## src/rtl/alu_serial_gen.sv

```systemverilog
// rtl/alu_serial_gen.sv - serial-framed ALU: frame receiver, CRC/opcode checks, single-cycle compute, response serialiser
module alu_serial_gen #(
  parameter int DATA_W = 32,
  parameter bit EN_XOR = 1'b1
) (
  input  logic clk,
  input  logic rst_n,
  input  logic sin,
  output logic sout
);
  localparam int N   = DATA_W / 8;
  localparam int DCW = $clog2(2 * N + 1);
  localparam int OPW = 2 * DATA_W;
  localparam logic [DCW-1:0] DFULL = DCW'(2 * N);

  typedef enum logic [1:0] {IDLE, RX_BITS, CHECK, TX} state_t;

  state_t            state_q;
  logic              armed_q;
  logic [3:0]        bit_cnt_q;
  logic [9:0]        rx_sh_q;
  logic [DCW-1:0]    dcnt_q;
  logic [OPW-1:0]    ops_q;
  logic [3:0]        crc4_q;
  logic [DATA_W-1:0] res_q;
  logic [7:0]        ctl_pl_q;
  logic [DCW-1:0]    data_left_q;
  logic              ctl_pend_q;
  logic [10:0]       tx_sh_q;
  logic              sout_q;

  logic [9:0]        rx_sh_d;
  logic              rx_cmd, rx_stop;
  logic [7:0]        rx_pl;
  logic [2:0]        rx_op;
  logic [3:0]        rx_crc;
  logic [DATA_W-1:0] opb, opa;
  logic [DATA_W:0]   add_w, sub_w;
  logic [DATA_W-1:0] alu_res;
  logic              alu_carry, alu_ovfl;
  logic [3:0]        alu_flags;
  logic [3:0]        crc4_fin;
  logic [2:0]        crc3_fin;
  logic              op_legal;
  logic              err_data, err_crc, err_op;
  logic [2:0]        err;
  logic [7:0]        err_pl, ok_pl;

  // x^4+x+1, MSB first, over the low nb bits of d
  function automatic logic [3:0] crc4_upd(input logic [3:0] c, input logic [7:0] d, input int nb);
    logic [3:0] r;
    logic       fb;
    r = c;
    for (int i = 7; i >= 0; i--) begin
      if (i < nb) begin
        fb = r[3] ^ d[i];
        r  = {r[2:1], r[0] ^ fb, fb};
      end
    end
    return r;
  endfunction

  // x^3+x+1, MSB first, init 0, over {result, flags}
  function automatic logic [2:0] crc3_calc(input logic [DATA_W+3:0] m);
    logic [2:0] r;
    logic       fb;
    r = '0;
    for (int i = DATA_W + 3; i >= 0; i--) begin
      fb = r[2] ^ m[i];
      r  = {r[1], r[0] ^ fb, fb};
    end
    return r;
  endfunction

  assign rx_sh_d = {rx_sh_q[8:0], sin};
  assign sout    = sout_q;

  always_comb begin
    rx_cmd  = rx_sh_q[9];
    rx_pl   = rx_sh_q[8:1];
    rx_op   = rx_sh_q[7:5];
    rx_crc  = rx_sh_q[4:1];
    rx_stop = rx_sh_q[0];
    opb     = ops_q[OPW-1:DATA_W];
    opa     = ops_q[DATA_W-1:0];
    add_w   = {1'b0, opb} + {1'b0, opa};
    sub_w   = {1'b0, opb} - {1'b0, opa};
    alu_res   = '0;
    alu_carry = 1'b0;
    alu_ovfl  = 1'b0;
    case (rx_op)
      3'b000: alu_res = opb & opa;
      3'b001: alu_res = opb | opa;
      3'b010: alu_res = opb ^ opa;
      3'b100: begin
        alu_res   = add_w[DATA_W-1:0];
        alu_carry = add_w[DATA_W];
        alu_ovfl  = (opb[DATA_W-1] == opa[DATA_W-1]) && (alu_res[DATA_W-1] != opb[DATA_W-1]);
      end
      3'b101: begin
        alu_res   = sub_w[DATA_W-1:0];
        alu_carry = sub_w[DATA_W];
        alu_ovfl  = (opb[DATA_W-1] != opa[DATA_W-1]) && (alu_res[DATA_W-1] != opb[DATA_W-1]);
      end
      default: alu_res = '0;
    endcase
    alu_flags = {alu_carry, alu_ovfl, (alu_res == '0), alu_res[DATA_W-1]};

    case (rx_op)
      3'b000, 3'b001, 3'b100, 3'b101: op_legal = 1'b1;
      3'b010:                         op_legal = EN_XOR;
      default:                        op_legal = 1'b0;
    endcase

    crc4_fin = crc4_upd(crc4_q, {4'b0000, 1'b1, rx_op}, 4);
    crc3_fin = crc3_calc({alu_res, alu_flags});

    // Priority DATA > CRC > OP so that exactly one error bit is raised
    err_data = !rx_stop || (rx_cmd ? (dcnt_q != DFULL) : (dcnt_q == DFULL));
    err_crc  = !err_data && rx_cmd && (crc4_fin != rx_crc);
    err_op   = !err_data && !err_crc && rx_cmd && !op_legal;
    err      = {err_data, err_crc, err_op};
    err_pl   = {1'b1, err, err, ^{1'b1, err, err}};
    ok_pl    = {1'b0, alu_flags, crc3_fin};
  end

  always_ff @(posedge clk or negedge rst_n) begin
    if (!rst_n) begin
      state_q     <= IDLE;
      armed_q     <= 1'b0;
      bit_cnt_q   <= '0;
      rx_sh_q     <= '0;
      dcnt_q      <= '0;
      ops_q       <= '0;
      crc4_q      <= '0;
      res_q       <= '0;
      ctl_pl_q    <= '0;
      data_left_q <= '0;
      ctl_pend_q  <= 1'b0;
      tx_sh_q     <= '1;
      sout_q      <= 1'b1;
    end else begin
      case (state_q)
        IDLE: begin
          sout_q <= 1'b1;
          if (!armed_q) begin
            armed_q <= sin;
          end else if (!sin) begin
            state_q   <= RX_BITS;
            bit_cnt_q <= '0;
          end
        end
        RX_BITS: begin
          sout_q    <= 1'b1;
          rx_sh_q   <= rx_sh_d;
          bit_cnt_q <= bit_cnt_q + 4'd1;
          if (bit_cnt_q == 4'd9) state_q <= CHECK;
        end
        CHECK: begin
          sout_q <= 1'b1;
          if (err != 3'b000 || rx_cmd) begin
            if (err != 3'b000) begin
              tx_sh_q     <= {2'b01, err_pl, 1'b1};
              data_left_q <= '0;
              ctl_pend_q  <= 1'b0;
            end else begin
              tx_sh_q     <= {2'b00, alu_res[DATA_W-1 -: 8], 1'b1};
              res_q       <= alu_res << 8;
              data_left_q <= DCW'(N - 1);
              ctl_pl_q    <= ok_pl;
              ctl_pend_q  <= 1'b1;
            end
            dcnt_q    <= '0;
            ops_q     <= '0;
            crc4_q    <= '0;
            bit_cnt_q <= '0;
            state_q   <= TX;
          end else begin
            ops_q  <= {ops_q[OPW-9:0], rx_pl};
            dcnt_q <= dcnt_q + 1'b1;
            crc4_q <= crc4_upd(crc4_q, rx_pl, 8);
            // A start bit may follow the stop bit directly while we sit here
            if (!sin) begin
              state_q   <= RX_BITS;
              bit_cnt_q <= '0;
            end else begin
              state_q <= IDLE;
            end
          end
        end
        TX: begin
          sout_q <= tx_sh_q[10];
          if (bit_cnt_q == 4'd10) begin
            bit_cnt_q <= '0;
            if (data_left_q != '0) begin
              tx_sh_q     <= {2'b00, res_q[DATA_W-1 -: 8], 1'b1};
              res_q       <= res_q << 8;
              data_left_q <= data_left_q - 1'b1;
            end else if (ctl_pend_q) begin
              tx_sh_q    <= {2'b01, ctl_pl_q, 1'b1};
              ctl_pend_q <= 1'b0;
            end else begin
              state_q <= IDLE;
              armed_q <= 1'b0;
            end
          end else begin
            tx_sh_q   <= {tx_sh_q[9:0], 1'b1};
            bit_cnt_q <= bit_cnt_q + 4'd1;
          end
        end
        default: state_q <= IDLE;
      endcase
    end
  end
endmodule

```

## config.mk

```make
export PLATFORM = sky130hd
export DESIGN_NAME = alu_serial_gen
export DESIGN_NICKNAME = d
export VERILOG_FILES = /design/src/rtl/alu_serial_gen.sv
export SDC_FILE = /design/constraint.sdc
export NUM_CORES = 1
export LEC_CHECK = 0
export BUFFER_PORTS_ARGS = -buffer_cell sky130_fd_sc_hd__buf_2
export CAP_MARGIN = 20
export CORE_UTILIZATION = 35
export CTS_CLUSTER_DIAMETER = 40
export DETAILED_ROUTE_END_ITERATION = 10
export HOLD_SLACK_MARGIN = 0.1
export PLACE_DENSITY_LB_ADDON = 0.08
export SETUP_SLACK_MARGIN = 0.4
export SLEW_MARGIN = 20
export SYNTH_ARGS = -nofsm -noshare
export SYNTH_HDL_FRONTEND = slang
export SYNTH_SLANG_ARGS = --single-unit
```

## constraint.sdc

```tcl
create_clock -name clk -period 6.2 [get_ports clk]
set_clock_uncertainty 0.1 [all_clocks]
set_input_delay 0.31 -clock clk [delete_from_list [all_inputs] [get_ports clk]]
set_output_delay 0.31 -clock clk [all_outputs]
set_load 0.02 [all_outputs]
```

==> results.json <==
{
  "cts.clk_slew.worst_paths_ns": 0.06,
  "netSwitchingFraction_pct": 46.5,
  "synth_compound_area_share_pct": 27.2,
  "clock_latency_ns": 0.45,
  "synthMuxAreaShare_pct": 4.46,
  "antennaDiodeCount": 0,
  "worstMarginPinSlew_ns": 0.999,
  "crit_chain": "inv_1 -> ha_1 -> fa_2 -> o21ba_1 -> or4_4 -> a2111oi_4 -> buf_4 -> a211oi_4 -> o31a_1 -> o21ba_1 -> o211ai_2 -> nand4_1 -> a32oi_2 -> ha_2 -> nand4_1 -> nor3_2 -> nand4b_1 -> nor4_2 -> nand4b_1 -> a21o_1 -> and3b_1 -> o31ai_1",
  "h-tree-depth": 4,
  "synthAdderAreaFrac_pct": 12.6,
  "syn-instance-count": 1517,
  "globalplace.congestion": 0.967,
  "comb_power_share_pct": 62.2,
  "place_inst": 1914,
  "synthXorXnorAreaFrac_pct": 5.15,
  "slew_viol_final": 0,
  "slowest_stage": "or4_4",
  "postRouteAntennaNets": 0,
  "worst_slack_ns": 0.689,
  "drt-total-wl_um": 47200,
  "synthSimpleGateAreaFrac_pct": 16.3,
  "netlist.area_leader.share_pct": 25.5,
  "rsz0062_at_grt": "false",
  "p_int_uw": 3370,
  "cp.required_ns": 6.46,
  "ys_ff_latch": 136,
  "post_dp_cell_area_um2": 12800,
  "yosysSeqAreaShare_pct": 27.9,
  "core_area_um2": 34500,
  "cp-end-kind": "flop",
  "async_reset_ff_share_pct": 100,
  "critPathMaxStageDelay_ns": 0.46,
  "seqPwrFrac_pct": 20.8,
  "synth_area_leaders": "dfrtp_1 26%, ha_1 12%, o21ai_0 6.9%, a21oi_1 4.6%, nand2_1 3.6%",
  "synthFlopType": "dfrtp_1",
  "start_util_pct": 35.5,
  "post-route-drc-count": 0,
  "drt-vias-per-instance": 5.92,
  "post-dp-hpwl_um": 35500,
  "min_period_ns": 5.51,
  "synth.most_common_cell": "o21ai_0",
  "drtIter0Drc": 1121,
  "synth_nets": 1642,
  "numPortBuffers": 3,
  "wl_per_cell_um": 24.1,
  "die_height_um": 189,
  "ios": 4,
  "post-place-ws_ns": 0.385,
  "grt-ovfl-total": 0,
  "crit_arrival_ns": 5.77,
  "max-cap-violations": 0,
  "holdWs_ns": 0.355,
  "p_leak_uw": 0.00568,
  "max_slew_margin_pct": 33.2,
  "postSynthAreaPerCell_um2": 8.09,
  "grt_pass1_vias": 11210,
  "final_area_um2": 13600,
  "pwr-share-clk_pct": 17.0,
  "ir_drop_v": 0.000309,
  "area_growth_pct": 10.9,
  "switchingPower_uw": 2930,
  "num_rows": 68,
  "synth-edff-count": 0,
  "final_nets": 1614,
  "cts_sinks": 136,
  "setup.worst_path.start_class": "flop",
  "fp.dieW_um": 189,
  "ys.warnings.count": 0,
  "worstSetupPathType": "reg2reg",
  "synthTopCellsByCount": "168 x o21ai_0, 125 x dfrtp_1, 120 x ha_1",
  "cts_tree": "done",
  "synthesis.area_um2": 12300,
  "cts_root_buffer": "clkbuf_16",
  "grt_pass1_wl_um": 71600,
  "powerDensity_nw_per_um2": 463,
  "post-route-period-util_pct": 88.9,
  "synth_top_family_by_area": "compound AO/OA/AOI/OAI gates",
  "dr.pass1.iters": 6,
  "antenna_found_initial": 1,
  "fmax_mhz": 181,
  "path_max_fanout": 4,
  "cts_buffer_depth": 2,
  "status": "complete, no violations",
  "setup_viol": 0,
  "finalNonFillerCells": 1957,
  "yosysUniqueCellTypes": 87,
  "grt_usage_pct": 26.9,
  "die-area_um2": 35800,
  "drive_above_1_share_pct": 10.5,
  "setup-tns-final_ns": 0,
  "finalHoldViolCount": 0,
  "hold_class": "reg2reg",
  "cts_buffers": 17,
  "post-synth-top-area-cell": "dfrtp_1",
  "grt_max_degree": 79,
  "vias": 11583
}
state kept, by name, indices dropped and copies added (netlist names):
name	cells
armed_q	1
tx_sh_q	10
dcnt_q	4
ctl_pl_q	7
res_q	24
rx_sh_q	10
crc4_q	4
state_q	2
bit_cnt_q	4
sout	1
data_left_q	4
ctl_pend_q	1
ops_q	64
layout make-up:
type | count | area (um2)
flip-flops and latches | 136 | 3420
fillers | 3625 | 20900
multi-input cells | 1175 | 8200
well taps | 455 | 569
repair buffers | 53 | 422
clock buffers | 24 | 462
clock inverters | 8 | 123
inverters | 106 | 402
power by group through the flow:
stage	Clock, uW	Sequential, uW	Combinational, uW
global placement	0	1320	3740
global route	1130	1340	4220
detailed placement	0	1320	3740
finish	1070	1310	3920
CTS	1100	1310	3770
floorplan	0	1210	2970
stage by stage:
stage / power, uW / util (%)
final: 6300 / 39.4
after global routing: 6690 / 39.4
after CTS: 6180 / 38.8
after detailed placement: 5060 / 37.0
after global placement: 5070 / 37.0
after floorplan: 4180 / -
logic make-up after synthesis:
logic type,Yosys count
multiplexers,53
AND/OR/NAND/NOR,420
AO/OA/AOI/OAI,515
flip-flops,136
buffers and inverters,206
XOR/XNOR,65
adder cells (fa/ha/maj),122
what timing repair did:
action / CTS / global route
resized for setup: 1 / 30
hold buffers: 2 / 0
setup buffers: 0 / 8
setup endpoints to repair: 1 / 4
endpoints found under the hold margin: 69 / 0
pin swaps: 0 / 8
worst max-delay path: cells and delay by family, from the launching register on:
kind | cells | cell delay, ns
AO/OA/AOI/OAI | 9 | 2.13
AND/OR/NAND/NOR | 8 | 1.67
adder cells (fa/ha/maj) | 3 | 0.83
flip-flops | 1 | 0.37
buffers and inverters | 2 | 0.28
cell usage in the layout, fill, tap and decap left out, drive strengths merged, types with 7 or more instances in the layout:
cell,count
clkbuf,24
xnor2,44
o22a,9
xor2,17
nor4,13
a22oi,9
dfstp,11
a2111oi,9
buf,51
inv,103
a21o,14
a21oi,113
nor2,103
nand2,117
nand4,9
nor3,26
o211ai,20
nand3,82
o31ai,21
mux2i,40
and2,9
ha,120
nand2b,10
a31oi,15
or2,7
a211oi,18
o22ai,21
o21bai,9
o21ai,173
and3,9
nor2b,14
mux2,13
dfrtp,125
metal layers:
| metal | global-route usage, % | routed length (um) | vias to the layer above |
|---|---|---|---|
| met5 | 0 | 0 | - |
| met2 | 41.3 | 20800 | 368 |
| li1 | - | - | 5410 |
| met4 | 10.2 | 1590 | 0 |
| met3 | 4.67 | 2570 | 79 |
| met1 | 37.5 | 22200 | 5726 |
path summary, 6_finish.rpt:
kind | startpoint | end | slack (ns) | depth (start not counted)
min reg2reg | tx_sh_q[10] | sout | 0.36 | 2
max reg2reg | ops_q[32] | ctl_pl_q[2] | 0.69 | 22
max | ops_q[32] | ctl_pl_q[2] | 0.69 | 22
min | tx_sh_q[10] | sout | 0.36 | 2
min in group asynchronous | rst_n | ops_q[61] | 0.37 | 2
max in group asynchronous | rst_n | rx_sh_q[6] | 4.26 | 3
(Power assumes the default switching activity.)
